===== src/rtl/conv_layer2_sequencer_pkg.sv =====
// Shared definitions for the layer-2 convolution sequencer.
// Contents: the FSM state type, a constant clog2 helper, and the helpers that
// derive the output side length and the buffer address widths.
package conv_layer2_sequencer_pkg;

  typedef enum logic [2:0] {
    ST_IDLE   = 3'd0,
    ST_CLEAR  = 3'd1,
    ST_STREAM = 3'd2,
    ST_FLUSH  = 3'd3,
    ST_DRAIN  = 3'd4,
    ST_NEXT   = 3'd5,
    ST_DONE   = 3'd6
  } state_t;

  // Number of bits needed to hold value-1; for example, clog2(144) is 8.
  function automatic int clog2(input int value);
    int result;
    int v;
    result = 32'sd0;
    v      = value - 32'sd1;
    while (v > 32'sd0) begin
      result = result + 32'sd1;
      v      = v >>> 1;
    end
    return result;
  endfunction

  function automatic int calc_o_size(input int i_size, input int k_size);
    return i_size - k_size + 32'sd1;
  endfunction

  function automatic int calc_aw_in(input int i_size);
    return clog2(i_size * i_size);
  endfunction

  function automatic int calc_aw_out(input int co, input int i_size, input int k_size);
    int o;
    o = calc_o_size(i_size, k_size);
    return clog2(co * o * o);
  endfunction

endpackage


===== src/rtl/conv_layer2_sequencer_if.sv =====
// Bus between the sequencer and its neighbours. The bus carries these signals:
//   fmap_rd/fmap_addr        : synchronous-read input buffer request
//   conv_ce/self_rst/user_reset : engine controls
//   conv_valid/conv_end/conv_all_end : engine status
//   wr_en/wr_addr            : output buffer write port
// The master modport is the sequencer. The slave modport is the engine and buffer side.
interface conv_layer2_sequencer_if #(
  parameter int AW_IN  = 8,
  parameter int AW_OUT = 8
) ();
  logic              fmap_rd;
  logic [AW_IN-1:0]  fmap_addr;
  logic              conv_ce;
  logic              self_rst;
  logic              user_reset;
  logic              conv_valid;
  logic              conv_end;
  logic              conv_all_end;
  logic              wr_en;
  logic [AW_OUT-1:0] wr_addr;

  modport master (
    output fmap_rd, fmap_addr, conv_ce, self_rst, user_reset, wr_en, wr_addr,
    input  conv_valid, conv_end, conv_all_end
  );

  modport slave (
    input  fmap_rd, fmap_addr, conv_ce, self_rst, user_reset, wr_en, wr_addr,
    output conv_valid, conv_end, conv_all_end
  );
endinterface


===== src/rtl/conv_layer2_sequencer_out_addr_gen.sv =====
// This module holds the output channel counter and the per-channel result counter.
// It forms the linear output-buffer address as ch*O_SIZE^2 + outcnt.
// Ports:
//   i_clr_all   : start of a run; channel and result count go to 0
//   i_chan_done : end of a channel; result count goes to 0 and the channel advances unless it is last
//   i_count_en  : results are accepted only while this input is high
//   i_valid     : engine result valid
//   o_ch, o_last_ch, o_full : counter state
//   o_wr_en, o_wr_addr      : same-cycle write strobe and address (address is 0 when there is no write)
//   o_ovf       : a result arrived after the channel already had O_SIZE^2 results
module conv_out_addr_gen
  import conv_layer2_sequencer_pkg::*;
#(
  parameter int CO     = 4,
  parameter int O_SIZE = 8,
  parameter int AW_OUT = 8,
  parameter int CH_W   = 3
) (
  input  logic              clk,
  input  logic              rst,
  input  logic              i_clr_all,
  input  logic              i_chan_done,
  input  logic              i_count_en,
  input  logic              i_valid,
  output logic [CH_W-1:0]   o_ch,
  output logic              o_last_ch,
  output logic              o_full,
  output logic              o_wr_en,
  output logic [AW_OUT-1:0] o_wr_addr,
  output logic              o_ovf
);
  localparam int O_SQ  = O_SIZE * O_SIZE;
  localparam int CNT_W = clog2(O_SQ + 1);

  logic [CH_W-1:0]  r_ch;
  logic [CNT_W-1:0] r_outcnt;
  logic             w_full;
  logic             w_wr_en;

  assign w_full  = (r_outcnt == CNT_W'(O_SQ));
  assign w_wr_en = i_count_en & i_valid & ~w_full;

  assign o_ch      = r_ch;
  assign o_last_ch = (r_ch == CH_W'(CO - 1));
  assign o_full    = w_full;
  assign o_wr_en   = w_wr_en;
  assign o_ovf     = i_count_en & i_valid & w_full;
  assign o_wr_addr = w_wr_en ? (AW_OUT'(r_ch) * AW_OUT'(O_SQ) + AW_OUT'(r_outcnt))
                             : {AW_OUT{1'b0}};

  // Channel and result counters. A result in the channel-done cycle is still written, and then the count restarts.
  always_ff @(posedge clk) begin
    if (rst) begin
      r_ch     <= {CH_W{1'b0}};
      r_outcnt <= {CNT_W{1'b0}};
    end else if (i_clr_all) begin
      r_ch     <= {CH_W{1'b0}};
      r_outcnt <= {CNT_W{1'b0}};
    end else if (i_chan_done) begin
      r_ch     <= o_last_ch ? r_ch : r_ch + CH_W'(1'b1);
      r_outcnt <= {CNT_W{1'b0}};
    end else if (w_wr_en) begin
      r_ch     <= r_ch;
      r_outcnt <= r_outcnt + CNT_W'(1'b1);
    end else begin
      r_ch     <= r_ch;
      r_outcnt <= r_outcnt;
    end
  end
endmodule


===== src/rtl/conv_layer2_sequencer.sv =====
// Sequencer for the layer-2 5x5 convolution engine.
// For each of the CO output channels, it streams the I_SIZE^2 input map into the engine.
// It then issues FLUSH extra ce cycles, waits for the engine to finish the channel, and pulses self_rst.
// One user_reset pulse opens each run.
// Ports: clk, rst (synchronous, active-high), i_start, i_pause (stalls reads and flush ce),
//        bus (master side of conv_layer2_sequencer_if), o_ch, o_busy, o_done, o_err.
// o_err is the sticky flag. In the DONE cycle it also shows a missing conv_all_end
// combinationally, because the engine's channel count only settles in that cycle.
module conv_layer2_sequencer
  import conv_layer2_sequencer_pkg::*;
#(
  parameter  int I_SIZE = 12,
  parameter  int K_SIZE = 5,
  parameter  int CO     = 4,
  parameter  int FLUSH  = 2,
  localparam int O_SIZE = calc_o_size(I_SIZE, K_SIZE),
  localparam int AW_IN  = calc_aw_in(I_SIZE),
  localparam int AW_OUT = calc_aw_out(CO, I_SIZE, K_SIZE),
  localparam int CH_W   = clog2(CO) + 1
) (
  input  logic                   clk,
  input  logic                   rst,
  input  logic                   i_start,
  input  logic                   i_pause,
  conv_layer2_sequencer_if.master bus,
  output logic [CH_W-1:0]        o_ch,
  output logic                   o_busy,
  output logic                   o_done,
  output logic                   o_err
);
  localparam int FL_W = clog2(FLUSH) + 1;
  localparam int TMO  = 4 * I_SIZE;
  localparam int DR_W = clog2(TMO) + 1;
  localparam logic [AW_IN-1:0] PIX_LAST = AW_IN'(I_SIZE * I_SIZE - 1);

  state_t            r_state, w_next_state;
  logic [AW_IN-1:0]  r_pix;
  logic [FL_W-1:0]   r_flush_cnt;
  logic [DR_W-1:0]   r_drain_cnt;
  logic              r_ce, r_end_seen, r_err;
  logic              w_rd, w_ce_req, w_user_reset, w_self_rst, w_done;
  logic              w_count_en, w_err_set, w_done_err, w_end;
  logic              w_last_ch, w_full, w_ovf, w_wr_en;
  logic [AW_OUT-1:0] w_wr_addr;

  conv_out_addr_gen #(.CO(CO), .O_SIZE(O_SIZE), .AW_OUT(AW_OUT), .CH_W(CH_W)) u_addr_gen (
    .clk         (clk),
    .rst         (rst),
    .i_clr_all   (w_user_reset),
    .i_chan_done (w_self_rst),
    .i_count_en  (w_count_en),
    .i_valid     (bus.conv_valid),
    .o_ch        (o_ch),
    .o_last_ch   (w_last_ch),
    .o_full      (w_full),
    .o_wr_en     (w_wr_en),
    .o_wr_addr   (w_wr_addr),
    .o_ovf       (w_ovf)
  );

  // A conv_end seen earlier in the channel counts the same as one seen now.
  assign w_end = r_end_seen | bus.conv_end;

  // Next-state and per-state strobes.
  always_comb begin
    w_next_state = r_state;
    w_rd         = 1'b0;
    w_ce_req     = 1'b0;
    w_user_reset = 1'b0;
    w_self_rst   = 1'b0;
    w_done       = 1'b0;
    w_count_en   = 1'b0;
    w_err_set    = 1'b0;
    w_done_err   = 1'b0;
    case (r_state)
      ST_IDLE: begin
        if (i_start) w_next_state = ST_CLEAR;
        else         w_next_state = ST_IDLE;
      end
      ST_CLEAR: begin
        w_user_reset = 1'b1;
        w_next_state = ST_STREAM;
      end
      ST_STREAM: begin
        w_count_en = 1'b1;
        if (!i_pause) begin
          w_rd     = 1'b1;
          w_ce_req = 1'b1;
          if (r_pix == PIX_LAST) w_next_state = ST_FLUSH;
          else                   w_next_state = ST_STREAM;
        end else begin
          w_next_state = ST_STREAM;
        end
      end
      ST_FLUSH: begin
        w_count_en = 1'b1;
        if (!i_pause) begin
          w_ce_req = 1'b1;
          if (r_flush_cnt == FL_W'(FLUSH - 1)) w_next_state = ST_DRAIN;
          else                                 w_next_state = ST_FLUSH;
        end else begin
          w_next_state = ST_FLUSH;
        end
      end
      ST_DRAIN: begin
        w_count_en = 1'b1;
        if (w_end) begin
          w_err_set    = ~w_full;
          w_next_state = ST_NEXT;
        end else if (r_drain_cnt == DR_W'(TMO - 1)) begin
          w_err_set    = 1'b1;
          w_next_state = ST_NEXT;
        end else begin
          w_next_state = ST_DRAIN;
        end
      end
      ST_NEXT: begin
        w_count_en = 1'b1;
        w_self_rst = 1'b1;
        if (w_last_ch) w_next_state = ST_DONE;
        else           w_next_state = ST_STREAM;
      end
      ST_DONE: begin
        w_done       = 1'b1;
        w_done_err   = ~bus.conv_all_end;
        w_err_set    = w_done_err;
        w_next_state = ST_IDLE;
      end
      default: w_next_state = ST_IDLE;
    endcase
  end

  // State register.
  always_ff @(posedge clk) begin
    if (rst) r_state <= ST_IDLE;
    else     r_state <= w_next_state;
  end

  // This block holds the read address, the ce pipeline, the flush and drain counters, the sticky end flag, and the error flag.
  always_ff @(posedge clk) begin
    if (rst) begin
      r_pix       <= {AW_IN{1'b0}};
      r_ce        <= 1'b0;
      r_flush_cnt <= {FL_W{1'b0}};
      r_drain_cnt <= {DR_W{1'b0}};
      r_end_seen  <= 1'b0;
      r_err       <= 1'b0;
    end else begin
      // ce trails its request by one cycle so it lines up with the buffer's read data.
      r_ce <= w_ce_req;
      if (w_rd)                                            r_pix <= (r_pix == PIX_LAST) ? {AW_IN{1'b0}} : r_pix + AW_IN'(1'b1);
      else if (r_state == ST_CLEAR || r_state == ST_NEXT) r_pix <= {AW_IN{1'b0}};
      else                                                r_pix <= r_pix;
      if (r_state != ST_FLUSH) r_flush_cnt <= {FL_W{1'b0}};
      else if (!i_pause)       r_flush_cnt <= r_flush_cnt + FL_W'(1'b1);
      else                     r_flush_cnt <= r_flush_cnt;
      if (r_state == ST_DRAIN) r_drain_cnt <= r_drain_cnt + DR_W'(1'b1);
      else                     r_drain_cnt <= {DR_W{1'b0}};
      if (r_state == ST_CLEAR || r_state == ST_NEXT) r_end_seen <= 1'b0;
      else if (w_count_en && bus.conv_end)           r_end_seen <= 1'b1;
      else                                           r_end_seen <= r_end_seen;
      if (r_state == ST_IDLE && i_start) r_err <= 1'b0;
      else if (w_err_set || w_ovf)       r_err <= 1'b1;
      else                               r_err <= r_err;
    end
  end

  assign bus.fmap_rd    = w_rd;
  assign bus.fmap_addr  = r_pix;
  assign bus.conv_ce    = r_ce;
  assign bus.self_rst   = w_self_rst;
  assign bus.user_reset = w_user_reset;
  assign bus.wr_en      = w_wr_en;
  assign bus.wr_addr    = w_wr_addr;
  assign o_busy         = (r_state != ST_IDLE);
  assign o_done         = w_done;
  assign o_err          = r_err | w_done_err;
endmodule


===== src/flat_wrapper.sv =====
// flat-port wrapper written by rule: the top's interface ports become plain ports
module conv_layer2_sequencer_flat import conv_layer2_sequencer_pkg::*;
#(
  parameter  int I_SIZE = 12,
  parameter  int K_SIZE = 5,
  parameter  int CO     = 4,
  parameter  int FLUSH  = 2,
  localparam int O_SIZE = calc_o_size(I_SIZE, K_SIZE),
  localparam int AW_IN  = calc_aw_in(I_SIZE),
  localparam int AW_OUT = calc_aw_out(CO, I_SIZE, K_SIZE),
  localparam int CH_W   = clog2(CO) + 1
)
  (clk, rst, i_start, i_pause, o_ch, o_busy, o_done, o_err, bus_fmap_rd, bus_fmap_addr, bus_conv_ce, bus_self_rst, bus_user_reset, bus_wr_en, bus_wr_addr, bus_conv_valid, bus_conv_end, bus_conv_all_end);
  conv_layer2_sequencer_if bus_i ();
  input  logic clk;
  input  logic rst;
  input  logic i_start;
  input  logic i_pause;
  output logic [CH_W-1:0] o_ch;
  output logic o_busy;
  output logic o_done;
  output logic o_err;
  output wire logic [$bits(bus_i.fmap_rd)-1:0] bus_fmap_rd;
  output wire logic [$bits(bus_i.fmap_addr)-1:0] bus_fmap_addr;
  output wire logic [$bits(bus_i.conv_ce)-1:0] bus_conv_ce;
  output wire logic [$bits(bus_i.self_rst)-1:0] bus_self_rst;
  output wire logic [$bits(bus_i.user_reset)-1:0] bus_user_reset;
  output wire logic [$bits(bus_i.wr_en)-1:0] bus_wr_en;
  output wire logic [$bits(bus_i.wr_addr)-1:0] bus_wr_addr;
  input wire logic [$bits(bus_i.conv_valid)-1:0] bus_conv_valid;
  input wire logic [$bits(bus_i.conv_end)-1:0] bus_conv_end;
  input wire logic [$bits(bus_i.conv_all_end)-1:0] bus_conv_all_end;
  assign bus_fmap_rd = bus_i.fmap_rd;
  assign bus_fmap_addr = bus_i.fmap_addr;
  assign bus_conv_ce = bus_i.conv_ce;
  assign bus_self_rst = bus_i.self_rst;
  assign bus_user_reset = bus_i.user_reset;
  assign bus_wr_en = bus_i.wr_en;
  assign bus_wr_addr = bus_i.wr_addr;
  assign bus_i.conv_valid = bus_conv_valid;
  assign bus_i.conv_end = bus_conv_end;
  assign bus_i.conv_all_end = bus_conv_all_end;
  conv_layer2_sequencer #(.I_SIZE(I_SIZE), .K_SIZE(K_SIZE), .CO(CO), .FLUSH(FLUSH)) u_core (.clk(clk), .rst(rst), .i_start(i_start), .i_pause(i_pause), .bus(bus_i), .o_ch(o_ch), .o_busy(o_busy), .o_done(o_done), .o_err(o_err));
endmodule

===== config.mk =====
export PLATFORM = sky130hd
export DESIGN_NAME = conv_layer2_sequencer_flat
export DESIGN_NICKNAME = d
export VERILOG_FILES = /design/src/rtl/conv_layer2_sequencer_pkg.sv /design/src/rtl/conv_layer2_sequencer_if.sv /design/src/rtl/conv_layer2_sequencer_out_addr_gen.sv /design/src/rtl/conv_layer2_sequencer.sv /design/src/flat_wrapper.sv
export SDC_FILE = /design/constraint.sdc
export NUM_CORES = 1
export LEC_CHECK = 0
export ABC_AREA = 0
export BUFFER_PORTS_ARGS = -buffer_cell sky130_fd_sc_hd__buf_2
export CORE_MARGIN = 8
export CORE_UTILIZATION = 30
export DETAILED_ROUTE_END_ITERATION = 16
export SLEW_MARGIN = 10
export SYNTH_ARGS = -nofsm -noshare
export SYNTH_HDL_FRONTEND = slang
export SYNTH_SLANG_ARGS = --single-unit

===== constraint.sdc =====
create_clock -name clk -period 1.86 [get_ports clk]
set_clock_uncertainty 0.05 [all_clocks]
set_input_delay 0.279 -clock clk [delete_from_list [all_inputs] [get_ports clk]]
set_output_delay 0.279 -clock clk [all_outputs]
set_load 0.05 [all_outputs]

* After elaboration in Yosys (flattened, before gate mapping)
Cells that the tools add are included.
** Cells by class
- Eq/ne operators :: 12
- Bitwise operators :: 10
- Add/sub/neg operators :: 6
- Reduce and logical (&&, ||, !) cells :: 17
- Muxes and demuxes :: 23
** Operator list (count)
- 8-bit two-way mux :: 4
- 3-bit one-hot mux with 6 select lines :: 1
- 7-bit by 1-bit adder with 7-bit output (second input constant) :: 2
- 2-bit OR reduction :: 7
- 1-bit two-way mux :: 13
- 3-bit two-way mux :: 4
- 3-bit by 2-bit == test with 1-bit output (second input constant) :: 3
- 3-bit == test (second input constant) :: 3
- 8-bit by 1-bit adder with 8-bit output (second input constant) :: 1
- 8-bit by 7-bit adder with 8-bit output :: 1
- 8-bit == test (second input constant) :: 1
- 7-bit by 6-bit == test with 1-bit output (second input constant) :: 1
- 7-bit == test (second input constant) :: 1
- 1-bit NOT :: 5
- 4-bit OR reduction :: 1
- 3-bit by 1-bit adder with 3-bit output (second input constant) :: 1
- 1-bit bitwise AND :: 3
- 3-bit by 1-bit == test with 1-bit output (second input constant) :: 1
- 3-bit logical NOT :: 1
- 3-bit by 2-bit != test with 1-bit output (second input constant) :: 1
- 3-bit nonzero test :: 1
- 3-bit OR reduction :: 1
- 2-bit by 1-bit adder with 2-bit output (second input constant) :: 1
- 2-bit by 1-bit == test with 1-bit output (second input constant) :: 1
- 6 further kinds :: 9
** Storage, ports and cells
- Logic and storage cells :: 77
- Output and inout bits :: 27
- Bits of input ports :: 7
- Register bits after elaboration :: 33

* Longest topological paths before layout
Gate-level depths: netlist of run 1.
- Depth in word-level cells :: 6
- Depth in mapped cells :: 7
- Depth with buffers taken out :: 7

* Modules after synthesis
From an unflattened synthesis of run 1, not the netlist that was laid out.
** Unflattened totals
- Cells, all modules :: 203
- Area total of the unflattened synthesis :: 1717.9 um^2
** By module, submodules not included
- conv_layer2_sequencer :: sequential area each 460.4 um^2, area an instance 1123.6 um^2, cells each 134, instances 1
- conv_out_addr_gen :: sequential area each 200.2 um^2, area an instance 594.3 um^2, cells each 69, instances 1

* Worst setup path before layout of run 1
Ideal clock, no wire load.
- Kind :: flip-flop to flip-flop
- Start point :: register u_core.r_state[1]
- End point :: register u_core.r_err
- Clock period less this slack :: 2.481 ns
- Data arrival time :: 2.336 ns
- Data required time :: 1.714 ns
- Cell stages (with the launch flop) :: 6
- Slack :: -0.621 ns
- Library setup time :: 0.096 ns
- Buffers on the path :: 1
- Cells stage by stage :: dfxtp_1 clkbuf_1 nand2_1 o31ai_1 a31oi_1 a221oi_1
** On the way
- Cells in the longest elaborated chain, start to end :: 6
- Elaborated cells on any way between the ends :: 14
- Classes of those cells :: eq/ne (5); mux (2); bitwise (2); reduce/logical (5)
** Ends and longest elaborated chain
- start: declaration :: line conv_layer2_sequencer.sv:36 : state_t r_state, w_next_state;
- start signal: assignment :: line conv_layer2_sequencer.sv:136 : else r_state <= w_next_state;
- 3-bit by 2-bit == test with 1-bit output or 3-bit == test (tied branches) :: line conv_layer2_sequencer.sv:75 : case (r_state)
- 4-bit OR reduction (no source line)
- 1-bit two-way mux :: line conv_layer2_sequencer.sv:75
- 1-bit bitwise AND (2 in series) :: line conv_layer2_sequencer_out_addr_gen.sv:47 : assign o_ovf = i_count_en & i_valid & w_full;
- 1-bit logical OR :: line conv_layer2_sequencer.sv:163 : else if (w_err_set || w_ovf) r_err <= 1'b1;
- end signal: assignment :: line conv_layer2_sequencer.sv:164 : else r_err <= r_err;
- end: declaration :: line conv_layer2_sequencer.sv:40 : logic r_ce, r_end_seen, r_err;
Parallel ways exist; a longest one is shown, timed or not.
A chain may end at the register's enable or synchronous reset.

* Worst setup path in the final report of run 1
- Start point :: register u_core.u_addr_gen.r_outcnt[5]
- End point :: output bus_wr_addr[6]
** On the way
- Cells in the longest elaborated chain, start to end :: 4
- Elaborated cells on any way between the ends :: 5
- Classes of those cells :: add/sub (1); eq/ne (1); mux (1); bitwise (2)
** Ends and longest elaborated chain
- start: declaration :: line conv_layer2_sequencer_out_addr_gen.sv:36 : logic [CNT_W-1:0] r_outcnt;
- start signal: assignment :: line conv_layer2_sequencer_out_addr_gen.sv:55 : r_outcnt <= {CNT_W{1'b0}};
- start signal: assignment :: line conv_layer2_sequencer_out_addr_gen.sv:58 : r_outcnt <= {CNT_W{1'b0}};
- start signal: assignment :: line conv_layer2_sequencer_out_addr_gen.sv:61 : r_outcnt <= {CNT_W{1'b0}};
- branches (longest 3 deep; another with 8-bit by 7-bit adder with 8-bit output)
- 8-bit two-way mux * :: line conv_layer2_sequencer_out_addr_gen.sv:48 : assign o_wr_addr = w_wr_en ? (AW_OUT'(r_ch) * AW_OUT'(O_SQ) + AW_OUT'(r_outcnt))
- end: declaration :: line flat_wrapper.sv:29 : output wire logic [$bits(bus_i.wr_addr)-1:0] bus_wr_addr;
Mark *: on every way between the ends.

==> results of run 1 <==
==> metal layers <==
| metal | track usage [%] | vias up |
|---|---|---|
| li1 | - | 871 |
| met1 | 13.1 | 759 |
| met2 | 16.8 | 28 |
| met3 | 3.42 | 5 |
| met4 | 3.62 | 0 |
| met5 | 0 | - |
==> synth_stat cells (5+ instances only) <==
master / instances / area (um2)
nand2b_1: 5 / 31.3
dfxtp_1: 33 / 661
xnor2_1: 6 / 52.6
and3_1: 8 / 50.1
clkbuf_1: 5 / 18.8
nor3_1: 8 / 40.0
nor2_1: 36 / 135
a21oi_1: 10 / 50.1
xor2_1: 6 / 52.6
nand3_1: 11 / 55.1
ha_1: 8 / 100
inv_1: 12 / 45.0
nand2_1: 11 / 41.3
==> state kept, by name (all words and copies together), names as in the netlist <==
name                        count
u_core.u_addr_gen.r_outcnt      7
u_core.r_err                    1
u_core.r_flush_cnt              2
u_core.u_addr_gen.o_ch          3
u_core.bus.fmap_addr            8
u_core.r_end_seen               1
u_core.bus.conv_ce              1
u_core.r_drain_cnt              7
u_core.r_state                  3
==> cell families after synthesis <==
| family | synth area share, % |
|---|---|
| AND/OR/NAND/NOR | 31.4 |
| AO/OA/AOI/OAI | 13.4 |
| flip-flops | 37.9 |
| buffers and inverters | 4.95 |
| XOR/XNOR | 6.03 |
| adder cells (fa/ha/maj) | 5.74 |
| multiplexers | 0.574 |
==> layout by cell type, fill, tap and decap left out, drive strengths merged, types with 2 or more instances in the layout <==
cell type	netlist	layout
buf	4	63
nor2	36	36
dfxtp	33	33
nand2	11	11
nand3	11	11
inv	12	11
a21oi	10	10
nor3	8	8
and3	8	8
ha	8	8
clkbuf	5	7
xnor2	6	6
xor2	6	6
nand2b	5	5
nand4	4	4
nand3b	3	3
a31oi	3	3
o21ai	3	3
o21a	3	3
and2	3	3
or4	3	3
a211oi	2	2
or2	2	2
and4	2	2
a41oi	2	2
o21bai	2	2
a221oi	2	2
o211ai	2	2
or4b	2	2
nor4b	2	2
==> cell type report <==
class,count,area (um2)
fill,561,3200
multi-input combinational,160,1050
sequential,33,673
timing repair buffer,63,429
tap,72,90.1
clock buffer,7,86.3
inverter,12,48.8
==> worst max path at each step <==
stage	slack [ps]	depth (start not counted)	end
6_report	-250	5	bus_wr_addr[6]
5_1_grt	-320	5	bus_wr_addr[6]
4_1_cts	-260	5	bus_wr_addr[7]
3_5_place_dp	-20	5	bus_wr_addr[6]
3_3_place_gp	10	5	bus_wr_addr[6]
2_1_floorplan	-260	4	bus_wr_addr[6]
==> power by group <==
group | total (uW) | switching, uW | internal (uW)
Clock | 539 | 245 | 293
Sequential | 720 | 6.94 | 713
Combinational | 185 | 114 | 71.3
==> per-stage QoR <==
stage               TNS [ps]  total power [uW]  hold slack (ps)
finish                 -1250              1440              160
global route           -1770              1500              170
CTS                    -1200              1460              153
detailed placement     -20.0               912              395
global placement           0               912              378
floorplan               -951               849              308
==> repair_timing <==
action | CTS | global route
pin swaps | 1 | 2
gates resized for setup | 13 | 10
setup buffers | 3 | 1
setup endpoints to repair | 11 | 13
==> critical path, delay by kind of cell (launching register included) <==
kind	cells	cell delay [ps]
flops	1	320
buf+inv	2	270
simple gates	2	700
compound gates	1	210
==> results_dict.tcl, run 1 <==
set metrics [dict create \
    status "finished, violations left" \
    violations "negative setup slack" \
    grt_overflow 0 \
    start_util_pct 31.3 \
    yosysUniqueCellTypes 44 \
    drtPass1Iterations 4 \
    synth_top_flop_cell "dfxtp_1" \
    fin_ws_ps -246 \
    regToRegSetupSlack_ps -90 \
    grtUsageTotal_pct 10.6 \
    wl_met2_um 1950 \
    placement.cell_area_um2 2200 \
    critical_path.max_fanout 3 \
    wirelength_um 4360 \
    syn-instance-count 214 \
    wl_met1_um 2100 \
    cp.required_ps 1530 \
    insertion_delay_ps 280 \
    holdPathStages 2 \
    grt_max_degree 13 \
    vias 1663 \
    finalInstanceArea_um2 2370 \
    wl_per_cell_um 12.6 \
    seq_area_frac_synth_pct 37.9 \
    drive_gt1_share_pct 32.4 \
    cts_root_buf "clkbuf_8" \
    endpoint_kind "primary output" \
    max_freq_ghz 0.475 \
    layout.nets 290 \
    postCtsHoldBufs 0 \
    place.detailed.hpwl_um 3410 \
    cts_sinks 33 \
    viasPerCell 4.79 \
    drv_cap 0 \
    antenna_found_initial 0 \
    hold_violations 0 \
    max_slew.worst_pin.slew_ps 308 \
    startpoint "u_core.u_addr_gen.r_outcnt[5]$_SDFFE_PP0P_" \
    dp_cells 336 \
    fin_cells 347 \
    finalCritPeriodShare_pct 113 \
    post-place-ws_ps -20.0 \
    fin_crit_ps 2110 \
    async_reset_ff_share_pct 0 \
    die_x_um 92.2 \
    leakagePower_uw 0.00106 \
    port_buffers 33 \
    antenna_left 0 \
    highest-signal-layer "met4" \
    cpPeakStageDelay_ps 550 \
    min_to "u_core.r_err$_SDFFE_PP0P_" \
    drv_slew 0 \
    gp_congestion 0.833 \
    first_global_vias 1625 \
    peakVddDrop_mv 0.346 \
    ys_ff_latch 33 \
    holdCritStartpoint "i_start" \
    setup_viol 7 \
    r2r-end "u_core.u_addr_gen.r_outcnt[1]$_SDFFE_PP0P_" \
    h-tree-depth 2 \
    grt_pass1_wl_um 7420 \
    arrival_ps 1780 \
    core_area_um2 5570 \
    clock_path_buffers 2 \
    synth.cell_area_um2 1740 \
    hold_path.class "in2reg" \
    clk_pin_slew_ps 70 \
    cp_slowest_cell "or4_4" \
    die_h_um 92.2 \
    startpoint_type "register" \
    grt_setup_unrepaired "yes" \
    die_area_um2 8500 \
    path_cells "or4_4, o211ai_4, clkinvlp_4, and2_4, buf_6" \
    cts_tree "built" \
    r2r-start "u_core.u_addr_gen.r_outcnt[5]$_SDFFE_PP0P_" \
    cts_buffers 5 \
    antennaDiodeCount 0 \
    p_per_area_nw_per_um2 608 \
    ys_warn_count 0 \
    synth_edf_count 0 \
    reg2regPathDepth 8 \
    slew_headroom_pct 79.4 \
    area_growth_pct 36.2 \
    ios 34 \
    crit_type "reg2out" \
    route.met3.wl_um 248 \
    drc 0 \
    fp-row-count 27 \
    syn_nets 229 \
    drt_iter0_drc 76 \
    syn_area_per_cell_um2 8.14 \
    postLayoutCoreUtil_pct 42.6 \
]
(Power assumes the default switching activity.)
==> run 2: changes to the inputs <==
BUFFER_PORTS_ARGS = default   (was -buffer_cell sky130_fd_sc_hd__buf_2)
DONT_BUFFER_PORTS = 1   (was default)
==> run 2 against run 1 <==
Compared with the run above:
- setup slack got worse by 45 ps
- critical endpoint unchanged
- sequential cell count is the same
- first-iteration DRC count is 6.6% higher
- largest power group unchanged
- largest cell class unchanged
- cell area increased by 1.6%
- the flow still finishes with violations (negative setup slack)
- sequential share of layout area shrank 0.34 points
- non-clock buffer count down 15
- via count shrank 2.2%
==> results_dict.tcl, run 2 (synthesis gave the netlist of run 1 again) <==
set metrics [dict create \
    holdCritStartpoint "rst" \
    final_cell_mix "39 x buf_4, 36 x nor2_1, 25 x dfxtp_1, 11 x nand3_1" \
    swShare_pct 27.1 \
    violations "negative setup slack" \
    start_util_pct 31.3 \
    r2r-end "u_core.u_addr_gen.r_outcnt[0]$_SDFFE_PP0P_" \
    holdWs_ps 16.6 \
    die_area_um2 8500 \
    arrival_ps 1820 \
    cts_tree "built" \
    reg2regPathDepth 6 \
    p_per_area_nw_per_um2 592 \
    cp.required_ps 1530 \
    clock_path_buffers 2 \
    drtPass1Iterations 4 \
    fin_ws_ps -291 \
    min_to "u_core.r_state[0]$_SDFF_PP0_" \
    worst-path-buf-inv 1 \
    r2r-start "u_core.u_addr_gen.r_outcnt[5]$_SDFFE_PP0P_" \
    drt_iter0_drc 81 \
    max_freq_ghz 0.465 \
    finalCritPeriodShare_pct 116 \
    drive_gt1_share_pct 30.3 \
    combinationalPowerShare_pct 12.0 \
    path_delay_family "simple AND/OR/NAND/NOR gates" \
    holdPathStages 1 \
    wl_met1_um 2070 \
    die_x_um 92.2 \
    post-place-ws_ps -28.4 \
    gp_congestion 0.804 \
    grt_setup_unrepaired "yes" \
    finalSetupTns_ps -1290 \
    seq_power_share_pct 50.7 \
    slew_headroom_pct 68.2 \
    highest-signal-layer "met4" \
    fp-row-count 27 \
    core_area_um2 5570 \
    drv_cap 0 \
    grt_pass1_wl_um 7310 \
    area_growth_pct 38.3 \
    insertion_delay_ps 290 \
    leakagePower_uw 0.000990 \
    cts_sinks 33 \
    endpoint_kind "primary output" \
    largest_reg_flops 8 \
    crit_type "reg2out" \
    wl_per_cell_um 13.2 \
    clk_pin_slew_ps 70 \
    cpPeakStageDelay_ps 550 \
    max_slew.worst_pin.slew_ps 477 \
    wl_met2_um 1980 \
    grt_max_degree 13 \
    first_global_vias 1522 \
    ios 34 \
    path_cells "or4_4, o211ai_4, clkinvlp_4, and2_4" \
    drv_slew 0 \
    cp_slowest_cell "or4_4" \
    cts_buffers 5 \
    port_buffers 0 \
    antennaDiodeCount 0 \
    hold_violations 0 \
    pwr-share-clk_pct 37.3 \
    postLayoutCoreUtil_pct 43.3 \
    status "finished, violations left" \
    regToRegSetupSlack_ps 40 \
    vias 1626 \
    grt_overflow 0 \
    wirelength_um 4410 \
    peakVddDrop_mv 0.282 \
    startpoint_type "register" \
    drc 0 \
    critical_path.max_fanout 4 \
    h-tree-depth 2 \
    die_h_um 92.2 \
    intPower_uw 1040 \
    antenna_found_initial 0 \
    layout_commonest_cell "buf_4" \
    route.met3.wl_um 272 \
    fin_crit_ps 2150 \
    hold_path.class "in2reg" \
    layout.nets 275 \
    viasPerCell 4.88 \
    grtUsageTotal_pct 10.7 \
    cts_root_buf "clkbuf_8" \
    antenna_left 0 \
    setup_viol 5 \
    p_sw_uw 387 \
    place.detailed.hpwl_um 3280 \
]
run 2: cell types whose count changed in the layout (fill, tap and decap cells not counted), moves of 2 or more:
cell | before | now
buf_12 | 0 | 6
buf_2 | 22 | 0
clkinv_2 | 0 | 2
clkinvlp_4 | 1 | 3
dfxtp_1 | 27 | 25
dfxtp_2 | 4 | 6
run 2: how the worst max path moves through the flow:
stage,from,endpoint,slack [ps],cells after the start
6_report,u_core.u_addr_gen.r_outcnt[5]$_SDFFE_PP0P_,bus_wr_addr[6],-290,4
5_1_grt,u_core.u_addr_gen.r_outcnt[5]$_SDFFE_PP0P_,bus_wr_addr[6],-370,4
4_1_cts,u_core.u_addr_gen.r_outcnt[5]$_SDFFE_PP0P_,bus_wr_addr[6],-290,4
3_5_place_dp,u_core.u_addr_gen.r_outcnt[5]$_SDFFE_PP0P_,bus_wr_addr[6],-30,4
3_3_place_gp,u_core.u_addr_gen.r_outcnt[5]$_SDFFE_PP0P_,bus_wr_addr[6],20,4
2_1_floorplan,u_core.u_addr_gen.r_outcnt[5]$_SDFFE_PP0P_,bus_wr_addr[6],-260,4
run 2: cell type report:
cell class              count  area (um2)
fillers                   556        3160
multi-input cells         160        1060
flip-flops and latches     33         676
repair buffers             48         445
well taps                  72        90.1
clock buffers               5        68.8
inverters                  12        55.1
clock inverters             3        17.5
run 2: power by group through the flow:
stage	combinational, uW	clock [uW]	sequential, uW
finish	172	532	723
global route	186	589	724
CTS	162	555	723
detailed placement	151	0	739
global placement	151	0	738
floorplan	105	0	743
run 2: stage by stage:
| step | total power, uW | std cells | instance area, um2 |
|---|---|---|---|
| after detailed placement | 890 | 320 | 2220 |
| after global placement | 890 | 320 | 2220 |
| after global routing | 1500 | 333 | 2410 |
| final | 1430 | 333 | 2410 |
| after CTS | 1440 | 331 | 2350 |
| after floorplan | 849 | 214 | 1790 |
run 2: worst reg2reg max path, stage by stage, from the launching register on:
cell and delay [ps]:
dfxtp_2 330, or4_4 550, o211ai_4 250, clkinvlp_4 180
buf_4 170, xnor2_1 140, nor2_1 50
run 2: what timing repair did:
item / 4_1_cts / 5_1_grt
endpoints found under the setup margin: 13 / 10
hold buffers: 1 / 0
hold endpoints to repair: 11 / 0
resized for setup: 7 / 11
pin swaps: 1 / 0
buffers inserted: 2 / 2
run 2: metal layers:
metal  track usage (%)  up-vias
met5                 0        -
met4              5.50        0
met3              4.32        5
met2              16.0       31
met1              12.9      745
li1                  -      845
==> run 3: changes to the inputs <==
--- a/config.mk
+++ b/config.mk
@@ -12,2 +12,3 @@
 export DONT_BUFFER_PORTS = 1
+export HOLD_SLACK_MARGIN = 0.05
 export SLEW_MARGIN = 10
==> constraint.sdc (replaced) <==
create_clock -name clk -period 1.86 [get_ports clk]
set_clock_uncertainty 0.05 [all_clocks]
set_input_delay 0.093 -clock clk [delete_from_list [all_inputs] [get_ports clk]]
set_output_delay 0.093 -clock clk [all_outputs]
set_load 0.05 [all_outputs]
==> run 3 against run 2 <==
Compared with the run above:
- the flow still finishes with violations (negative setup slack)
- largest power group unchanged
- sequential share of layout area fell by 0.81 points
- first-iteration DRC count grew 26%
- setup slack improved by 120 ps
- critical path depth stayed put
- critical path type unchanged
- highest routed layer unchanged
- final cell count up 1.5%
- power rose by 13%
- fmax increased by 6.1%
- die area unchanged
==> results_dict.tcl, run 3 (synthesis gave the netlist of run 1 again) <==
set metrics [dict create \
    ios 34 \
    die_x_um 92.2 \
    max_freq_ghz 0.493 \
    hold_violations 0 \
    grtUsageTotal_pct 10.8 \
    wl_per_cell_um 13.5 \
    critical_path.max_fanout 5 \
    startpoint_type "register" \
    fp-row-count 27 \
    endpoint_kind "primary output" \
    finalCritPeriodShare_pct 109 \
    finalInstanceArea_um2 2450 \
    fin_ws_ps -168 \
    antenna_found_initial 0 \
    drt_iter0_drc 102 \
    max_slew.worst_pin.slew_ps 652 \
    drtPass1Iterations 4 \
    die_h_um 92.2 \
    grt_overflow 0 \
    layout.nets 280 \
    peakVddDrop_mv 0.383 \
    grt_setup_unrepaired "yes" \
    area_growth_pct 40.3 \
    core_area_um2 5570 \
    hold_path.class "in2reg" \
    vias 1668 \
    largest_reg_flops 8 \
    multi_input_area_um2 1050 \
    viasPerCell 4.93 \
    drc 0 \
    antennaDiodeCount 0 \
    register_area_um2 666 \
    cts_buffers 5 \
    wirelength_um 4550 \
    drive_gt1_share_pct 28.2 \
    fin_crit_ps 2030 \
    placement.cell_area_um2 2190 \
    h-tree-depth 2 \
    drv_cap 0 \
    clock_path_buffers 2 \
    slew_headroom_pct 56.4 \
    crit_type "reg2out" \
    insertion_delay_ps 290 \
    drv_slew 0 \
    cts_root_buf "clkbuf_8" \
    grt_max_degree 19 \
    start_util_pct 31.3 \
    port_buffers 0 \
    gp_congestion 0.792 \
    violations "negative setup slack" \
    cts_tree "built" \
    leakagePower_uw 0.00103 \
    antenna_left 0 \
    setup_viol 6 \
    clk_pin_slew_ps 70 \
    die_area_um2 8500 \
    cts_sinks 33 \
    cp.required_ps 1720 \
    layout_commonest_cell "buf_4" \
    status "finished, violations left" \
    finalSetupTns_ps -626 \
    arrival_ps 1880 \
    grt_pass1_wl_um 7380 \
    place.detailed.hpwl_um 3360 \
    p_per_area_nw_per_um2 657 \
    final_cell_mix "40 x buf_4, 34 x nor2_1, 29 x dfxtp_1, 11 x nand2_1, 11 x nand3_1" \
    fill_cells 582 \
    first_global_vias 1555 \
]
run 3: area by class of cell:
cell class                 instances  share of cell area, %
inverter                          12                   1.99
timing repair buffer              53                   19.4
clock buffer                       7                   3.53
multi-input combinational        160                   42.9
sequential                        33                   27.2
tap                               72                   3.68
clock inverter                     1                   1.23
run 3: final timing paths:
path                                                    from                                         end  slack [ps]  depth (start not counted)
setup / recovery  u_core.u_addr_gen.r_outcnt[5]$_SDFFE_PP0P_                              bus_wr_addr[6]        -170                          4
hold / removal                                bus_conv_valid                   u_core.r_err$_SDFFE_PP0P_          70                          2
setup reg to reg  u_core.u_addr_gen.r_outcnt[5]$_SDFFE_PP0P_  u_core.u_addr_gen.r_outcnt[1]$_SDFFE_PP0P_         -10                          6
hold reg to reg             u_core.r_drain_cnt[0]$_SDFF_PP0_            u_core.r_drain_cnt[0]$_SDFF_PP0_         390                          1
run 3: timing repair:
| action | CTS | global route |
|---|---|---|
| hold buffers | 5 | 0 |
| pin swaps | 2 | 2 |
| buffers inserted | 4 | 4 |
| endpoints found under the hold margin | 28 | 0 |
| gates resized for setup | 6 | 3 |
| setup endpoints to repair | 6 | 10 |
run 3: per-layer routing:
metal | track usage (%) | wire length (um) | vias to the layer above
met1 | 13.4 | 2130 | 771
met4 | 5.37 | 93 | 0
met5 | 0 | 0 | -
li1 | - | - | 853
met2 | 16.6 | 2070 | 37
met3 | 3.10 | 257 | 7
run 3: critical path, cell delays in order (launching register included):
cell,delay [ps]
dfxtp_2,330
or4_4,550
o211ai_4,300
clkinvlp_4,200
and2_4,220
run 3: through the flow:
stage	util, %	hold slack (ps)	cells	worst slack [ps]	power [uW]
CTS	43.1	52.1	334	-188	1620
global route	43.9	83.7	338	-214	1670
global placement	39.2	111	317	135	884
detailed placement	39.2	113	317	86.7	885
finish	43.9	71.9	338	-168	1610
floorplan	-	122	214	-79.3	849
run 3: power by group:
group	switching, uW	internal [uW]	leakage, uW
Clock	271	437	0.0000585
Sequential	7.27	714	0.000268
Combinational	109	68.7	0.000702
